### src/rtl/conv_arbiter.sv
// Two-requester round-robin front end for a convolution engine: grants one job,
// launches it with a one-cycle start pulse and returns ack (with err on timeout).
module conv_arbiter #(
  parameter int TIMEOUT_CYCLES = 1024,
  parameter int CFG_W          = 8
) (
  input  logic               clk,
  input  logic               rst_n,
  input  logic [1:0]         req,
  input  logic [3*CFG_W-1:0] cfg0,
  input  logic [3*CFG_W-1:0] cfg1,
  output logic [1:0]         gnt,
  output logic [1:0]         ack,
  output logic               err,
  output logic               busy,
  output logic               conv_start,
  output logic [CFG_W-1:0]   conv_x,
  output logic [CFG_W-1:0]   conv_y,
  output logic [CFG_W-1:0]   conv_z,
  input  logic               conv_done
);

  typedef enum logic [1:0] {IDLE, START, WAIT, FIN} state_t;

  localparam logic [15:0] TIMEOUT_LAST = 16'(TIMEOUT_CYCLES - 1);

  state_t             state_q;
  logic [1:0]         gnt_q, ack_q;
  logic               err_q, busy_q, start_q;
  logic [CFG_W-1:0]   x_q, y_q, z_q;
  logic [15:0]        cnt_q;
  logic               last_q, own_q;
  logic               win;
  logic [3*CFG_W-1:0] cfg_sel;
  logic               timeout_hit;

  // Round-robin: a lone request wins; on contention the one not served last wins.
  always_comb begin
    win = 1'b0;
    if (req == 2'b10)      win = 1'b1;
    else if (req == 2'b11) win = ~last_q;
  end

  assign cfg_sel     = win ? cfg1 : cfg0;
  assign timeout_hit = (cnt_q == TIMEOUT_LAST);

  always_ff @(posedge clk or negedge rst_n) begin
    if (!rst_n) begin
      state_q <= IDLE;
      gnt_q   <= 2'b00;
      ack_q   <= 2'b00;
      err_q   <= 1'b0;
      busy_q  <= 1'b0;
      start_q <= 1'b0;
      x_q     <= '0;
      y_q     <= '0;
      z_q     <= '0;
      cnt_q   <= 16'd0;
      last_q  <= 1'b1;
      own_q   <= 1'b0;
    end else begin
      case (state_q)
        IDLE: begin
          ack_q <= 2'b00;
          err_q <= 1'b0;
          if (|req) begin
            own_q   <= win;
            gnt_q   <= win ? 2'b10 : 2'b01;
            x_q     <= cfg_sel[3*CFG_W-1:2*CFG_W];
            y_q     <= cfg_sel[2*CFG_W-1:CFG_W];
            z_q     <= cfg_sel[CFG_W-1:0];
            start_q <= 1'b1;
            busy_q  <= 1'b1;
            state_q <= START;
          end
        end
        START: begin
          start_q <= 1'b0;
          cnt_q   <= 16'd0;
          state_q <= WAIT;
        end
        WAIT: begin
          // A done arriving in the final timeout cycle still counts as success.
          if (conv_done || timeout_hit) begin
            gnt_q   <= 2'b00;
            ack_q   <= own_q ? 2'b10 : 2'b01;
            err_q   <= ~conv_done;
            state_q <= FIN;
          end else begin
            cnt_q <= cnt_q + 16'd1;
          end
        end
        FIN: begin
          ack_q   <= 2'b00;
          err_q   <= 1'b0;
          busy_q  <= 1'b0;
          last_q  <= own_q;
          state_q <= IDLE;
        end
        default: state_q <= IDLE;
      endcase
    end
  end

  assign gnt        = gnt_q;
  assign ack        = ack_q;
  assign err        = err_q;
  assign busy       = busy_q;
  assign conv_start = start_q;
  assign conv_x     = x_q;
  assign conv_y     = y_q;
  assign conv_z     = z_q;

endmodule
### config.mk
export PLATFORM = sky130hd
export DESIGN_NAME = conv_arbiter
export DESIGN_NICKNAME = d
export VERILOG_FILES = /design/src/rtl/conv_arbiter.sv
export SDC_FILE = /design/constraint.sdc
export NUM_CORES = 1
export LEC_CHECK = 0
export ABC_CLOCK_PERIOD_IN_PS = 2350
export BUFFER_PORTS_ARGS = -buffer_cell sky130_fd_sc_hd__buf_2
export CAP_MARGIN = 40
export CELL_PAD_IN_SITES_DETAIL_PLACEMENT = 0
export CELL_PAD_IN_SITES_GLOBAL_PLACEMENT = 1
export CORE_UTILIZATION = 40
export CTS_BUF_LIST = sky130_fd_sc_hd__clkbuf_2 sky130_fd_sc_hd__clkbuf_4 sky130_fd_sc_hd__clkbuf_8
export DETAILED_ROUTE_END_ITERATION = 6
export GPL_ROUTABILITY_DRIVEN = 1
export PLACE_DENSITY_LB_ADDON = 0.1
export SETUP_SLACK_MARGIN = 0.2
export SYNTH_ARGS = -nofsm -noshare
export SYNTH_HDL_FRONTEND = slang
export SYNTH_SLANG_ARGS = --single-unit
### constraint.sdc
create_clock -name clk -period 2.35 [get_ports clk]
set_input_delay 0.1175 -clock clk [delete_from_list [all_inputs] [get_ports clk]]
set_output_delay 0.1175 -clock clk [all_outputs]
set_load 0.01 [all_outputs]
Yosys cells after proc, flatten, opt, wreduce, memory -nomap -nowiden

Cells that the tools add are included.

Add/subtract/negate cells: 1
Equal/unequal tests: 9
Multiplexer cells: 20
Bitwise logic cells: 2
Reduce and logical (&&, ||, !) cells: 16

Operators by type and width:

| cell                  | number |
|---|---|
| $pmux 16 s2           | 1 |
| $mux 24               | 1 |
| $add 16x1->16 const B | 1 |
| $eq 16x10->1 const B  | 1 |
| $mux 16               | 1 |
| $mux 2                | 7 |
| $reduce_and 2->1      | 6 |
| $reduce_bool 2->1     | 5 |
| $eq 2x2->1 const B    | 4 |
| $pmux 2 s2            | 2 |
| $pmux 2 s4            | 1 |
| $ne 2x2->1 const B    | 3 |
| $pmux 1 s2            | 3 |
| $mux 1                | 4 |
| $reduce_or 2->1       | 2 |
| $reduce_and 3->1      | 1 |
| $eq 2x1->1 const B    | 1 |
| $logic_not 2->1       | 1 |
| $not 1->1             | 2 |
| $logic_or 1x1->1      | 1 |

Flip-flop bits (word level): 51
Input port bits: 53
Output and inout bits: 31
Logic and storage cells: 60

Depth between registers and ports, before layout

Word-level depth: 6
Depth in mapped cells: 7
Mapped depth without buffers: 6

Least setup slack after synthesis

No wires, ideal clock.

Path kind: flip-flop to flip-flop
Start: register cnt_q[10]
End: register state_q[1]
Setup time: 0.125 ns
Data arrival time: 1.768 ns
Required time: 2.225 ns
Setup slack: 0.457 ns
Cell stages (with the launch flop): 6
Path buffers: 1
Period minus slack after synthesis: 1.893 ns
Cells stage by stage: dfrtp_1 > or4_4 > o41ai_4 > buf_6 > nand2_4 > mux2_4

Cells in the longest elaborated chain, start to end: 4

Ends and longest elaborated chain:

| element                    | line | RTL |
|---|---|---|
| start: declaration         | 31   | `logic [15:0] cnt_q;` |
| start signal: assignment   | 90   | `cnt_q <= cnt_q + 16'd1;` |
| $eq 16x10->1               | 45   | `assign timeout_hit = (cnt_q == TIMEOUT_LAST);` |
| $logic_or 1x1->1           | 84   | `if (conv_done \|\| timeout_hit) begin` |
| $ne 2x2->1 (no line)       | --   |  |
| $reduce_and 2->1 (no line) | --   |  |
| end signal: assignment     | 49   | `state_q <= IDLE;` |
| end signal: assignment     | 80   | `state_q <= WAIT;` |
| end signal: assignment     | 88   | `state_q <= FIN;` |
| end: declaration           | 27   | `state_t state_q;` |

No other way between the ends.
A chain may end at the register's enable or synchronous reset.

Final worst setup path

Ends and elaborated chain as after synthesis.

==> results.md <==
- The flow ran to the end, and the final reports show no timing, DRC or antenna violations.
- The worst register-to-register path ends at state_q[1]$_DFFE_PN0P_.
- 0 antenna diodes ended up in the layout.
- The root buffer selected by CTS is clkbuf_8.
- The mean instance size in the synthesized netlist is 10.3 µm².
- The total number of placement rows is 29.
- Dividing the detail-routed via count by the number of cells gives 5.11.
- The initial antenna violation count is 0.
- Ranked by total cell area, the synthesized netlist is headed by dfrtp_1 48%, mux2i_1 13%, nand2_1 6.7%.
- The buffer depth of the longest clock path is 2.
- Clock skew on the completed layout was measured at 0.00859 ns.
- The signal arrival time at the worst endpoint is 2.23 ns.
- The post-route cell area is 3270 µm².
- In the final layout, the share of cells above drive strength 1 is 32.0%.
- Registers take 1280 µm².
- The number of sinks on the clock net is 51.
- When the netlist entered floorplanning its net count stood at 313.
- The number of max-cap violations is 0.
- The number of global-route vias before repair is 2132.
- The net count of the finished layout is 399.
- TritonCTS built the clock tree.
- Setup slack on the worst reg-to-reg path comes out at 0.31 ns.
- Clock latency on the worst-skew pair, taken at its later pin, is 0.30 ns.
- The pin count of the biggest net entering global routing is 28.
- The capturing element of the worst setup path is state_q[1]$_DFFE_PN0P_.
- The final critical-path share of the clock period is 86.7%.
- The initial detailed-routing violation count is 69.
- For this run, the register share of the synthesized area comes to 48.9%.
- In this run the post-CTS setup repair buffer count came out at 0.
- After detailed routing, the total wire length is 5830 µm.
- Summed over all failing endpoints, the final setup total negative slack is 0 ns.
- The post-placement cell area is 3150 µm².
- Across the VDD grid, the largest voltage drop is 607 µV.
- The die height is 82.8 µm.
- Summed over its instances, the top area cell type makes up 47.9% of the synthesized netlist area.
- Synthesis inferred 51 register bits.
- The number of warning messages in the yosys log is 0.
- In this run the worst hold path is classified as in2reg.
- The area growth from synthesis to layout is 25.1%.
- Synthesis produced 254 cells.
- The worst setup path is captured at a register.
- The leftover overflow at the end of global routing is 0.
- The combined global-route utilization of all metal layers is 17.9%.
- Summing over every cut layer, the via total after detailed routing is 2135.
- In the routed design, unresolved DRC markers number 0.
- For the pin with the worst max-slew slack, the measured transition is 0.575 ns.
- The critical path start-end classification is reg2reg.
- The depth of the worst register-to-register path is 4.
- In this run, distinct cell masters in the synthesized netlist total 45.
- The starting density of the core is 41.4%.
- Measured against its own limit, the worst slew margin works out to 61.7%.
- The count of TritonRoute iterations in the first routing pass is 4.
- CTS built an H-tree with a depth of 2.
- The die covers 6860 µm².
- The number of enable flip-flop cells after synthesis is 0.
- In the final routed layout, each cell accounts on average for 14.0 µm.
- The startpoint of the worst-slack reg-to-reg timing path is cnt_q[10]$_DFFE_PN0P_.
- The most used flip-flop cell after synthesis is dfrtp_1.
- The count of filler cells inserted in the layout is 584.
- The final hold violation count is 0.
- The total area inside the core boundary comes to 6310 µm².
- The synthesized netlist occupies a cell area of 2610 µm².
- Setup repair after global routing left no endpoint under its margin.
- The start point of the critical path is cnt_q[10]$_DFFE_PN0P_.
- The fraction of synthesis flops using an asynchronous set or reset pin is 100%.
- The multi-input gate area in the final layout is 1280 µm².
- The HPWL after detailed placement is 4360 µm.
- The leakage dissipation is 0.00167 µW.
- The max-slew violation count was 0.
- Static timing analysis puts the maximum clock frequency at 0.491 GHz.
- The largest fanout of any net on the critical path is 6.
- In this run the horizontal extent of the chip is 82.8 µm.
- The wire length of the first global-routing pass is 10000 µm.
- In this run the remaining antenna-violating nets after routing total 0.
- Clock-pin slew was measured on the worst setup and hold paths at 0.10 ns.
- After layout, the minimum clock period comes to 2.04 ns.
- The critical path required time is 2.55 ns.
- The placer congestion estimate is 0.780.
- The startpoint type of the worst setup path is a register.
- During I/O placement, the number of pins put on the boundary was 84.
- The number of clock buffers added by TritonCTS is 5.
- The power density relative to cell area is 1060 nW/µm².
- Buffers placed on the I/O ports in this run total 83.
- The largest area contributor in the synthesized netlist is dfrtp_1.
- The final count of negative-setup-slack endpoints is 0.
-- kinds of logic (layout without fill, tap and decap cells) --
group	Yosys count	in the layout	share of synthesized area (%)
flops	51	51	48.9
mux	35	35	13.6
compound gates	50	50	12.4
fa+ha+maj	6	6	2.87
simple gates	94	94	18.8
buf+inv	16	103	2.78
xor+xnor	2	2	0.670
-- cell usage in the layout (no fill, tap or decap), drive strengths merged, types with 2 or more instances in the layout --
cell type,instances
buf,91
or4,2
inv,3
nor2,5
dfrtp,50
and4,5
a31oi,3
mux2,2
nand4b,2
o41ai,2
ha,6
a21oi,5
nand2b,3
nand3,7
o21ai,27
nor2b,5
mux2i,33
o31ai,2
a22o,3
o2bb2ai,2
clkbuf,7
nand2,48
a41oi,2
nor3,2
and3,3
nand4,6
xnor2,2
a21boi,2
-- cell type report --
type,instances,share of cell area [%]
clock inverters,1,0.918
flip-flops and latches,51,39.1
clock buffers,7,2.56
well taps,77,2.95
repair buffers,92,15.1
inverters,3,0.344
multi-input cells,187,39.1
-- worst max-delay path: stages (launching register included) --
cell	delay [ns]
dfrtp_1	0.43
or4_4	0.57
o41ai_4	0.51
nand2_4	0.11
mux2_4	0.31
-- power breakdown --
part	total, µW	switching [µW]	internal [µW]
sequential	1400	209	1200
clock	632	289	342
combinational	1440	817	626
-- how the worst min path moves through the flow --
stage / startpoint / to / slack, ns / cells past startpoint
floorplan: rst_n / ack[0]$_DFFE_PN0P_ / -0.18 / 0
global placement: rst_n / own_q$_DFFE_PN0P_ / 0.15 / 1
detailed placement: rst_n / own_q$_DFFE_PN0P_ / 0.15 / 1
CTS: cfg0[19] / conv_x[3]$_DFFE_PN0P_ / 0.09 / 3
global route: cfg0[14] / conv_y[6]$_DFFE_PN0P_ / 0.1 / 3
finish: cfg0[19] / conv_x[3]$_DFFE_PN0P_ / 0.09 / 3
-- layer usage --
metal  up-vias  GRT usage, %  wire (µm)
met5         -             0          0
met1       980          23.4       2780
met3         6          4.57        286
met2        58          29.7       2700
li1       1091             -          -
met4         0          4.55         65
-- synthesized netlist by cell type (all sizes together) (3+ instances only) --
cell type   n
nor2b       5
dfrtp      50
mux2i      33
nand2b      3
nand2      48
buf         5
clkbuf      8
and4        5
nand4       6
a31oi       3
nand3       7
inv         3
and3        3
a21oi       5
ha          6
a22o        3
o21ai      27
nor2        5
-- through the flow --
stage / cells / total power (µW) / hold slack (ns) / util [%] / worst slack [ns]
final: 418 / 3480 / 0.0918 / 51.8 / 0.313
after CTS: 418 / 3540 / 0.0893 / 51.8 / 0.296
after detailed placement: 409 / 2890 / 0.148 / 49.8 / 0.303
after floorplan: 254 / 2310 / -0.178 / - / 0.457
after global routing: 418 / 3760 / 0.0959 / 51.8 / 0.239
after global placement: 408 / 2850 / 0.148 / 49.6 / 0.354
-- repair_timing --
action | 4_1_cts | 5_1_grt
hold buffers | 1 | 0
gates resized for setup | 0 | 0
hold endpoints to repair | 21 | 0
-- sequential cells by signal (all words and copies together), names as in the netlist --
register,count
state_q,2
conv_start,1
last_q,1
ack,2
conv_y,8
busy,1
cnt_q,16
err,1
conv_x,8
gnt,2
conv_z,8
own_q,1
No activity file was read; power rests on OpenSTA's default activity.
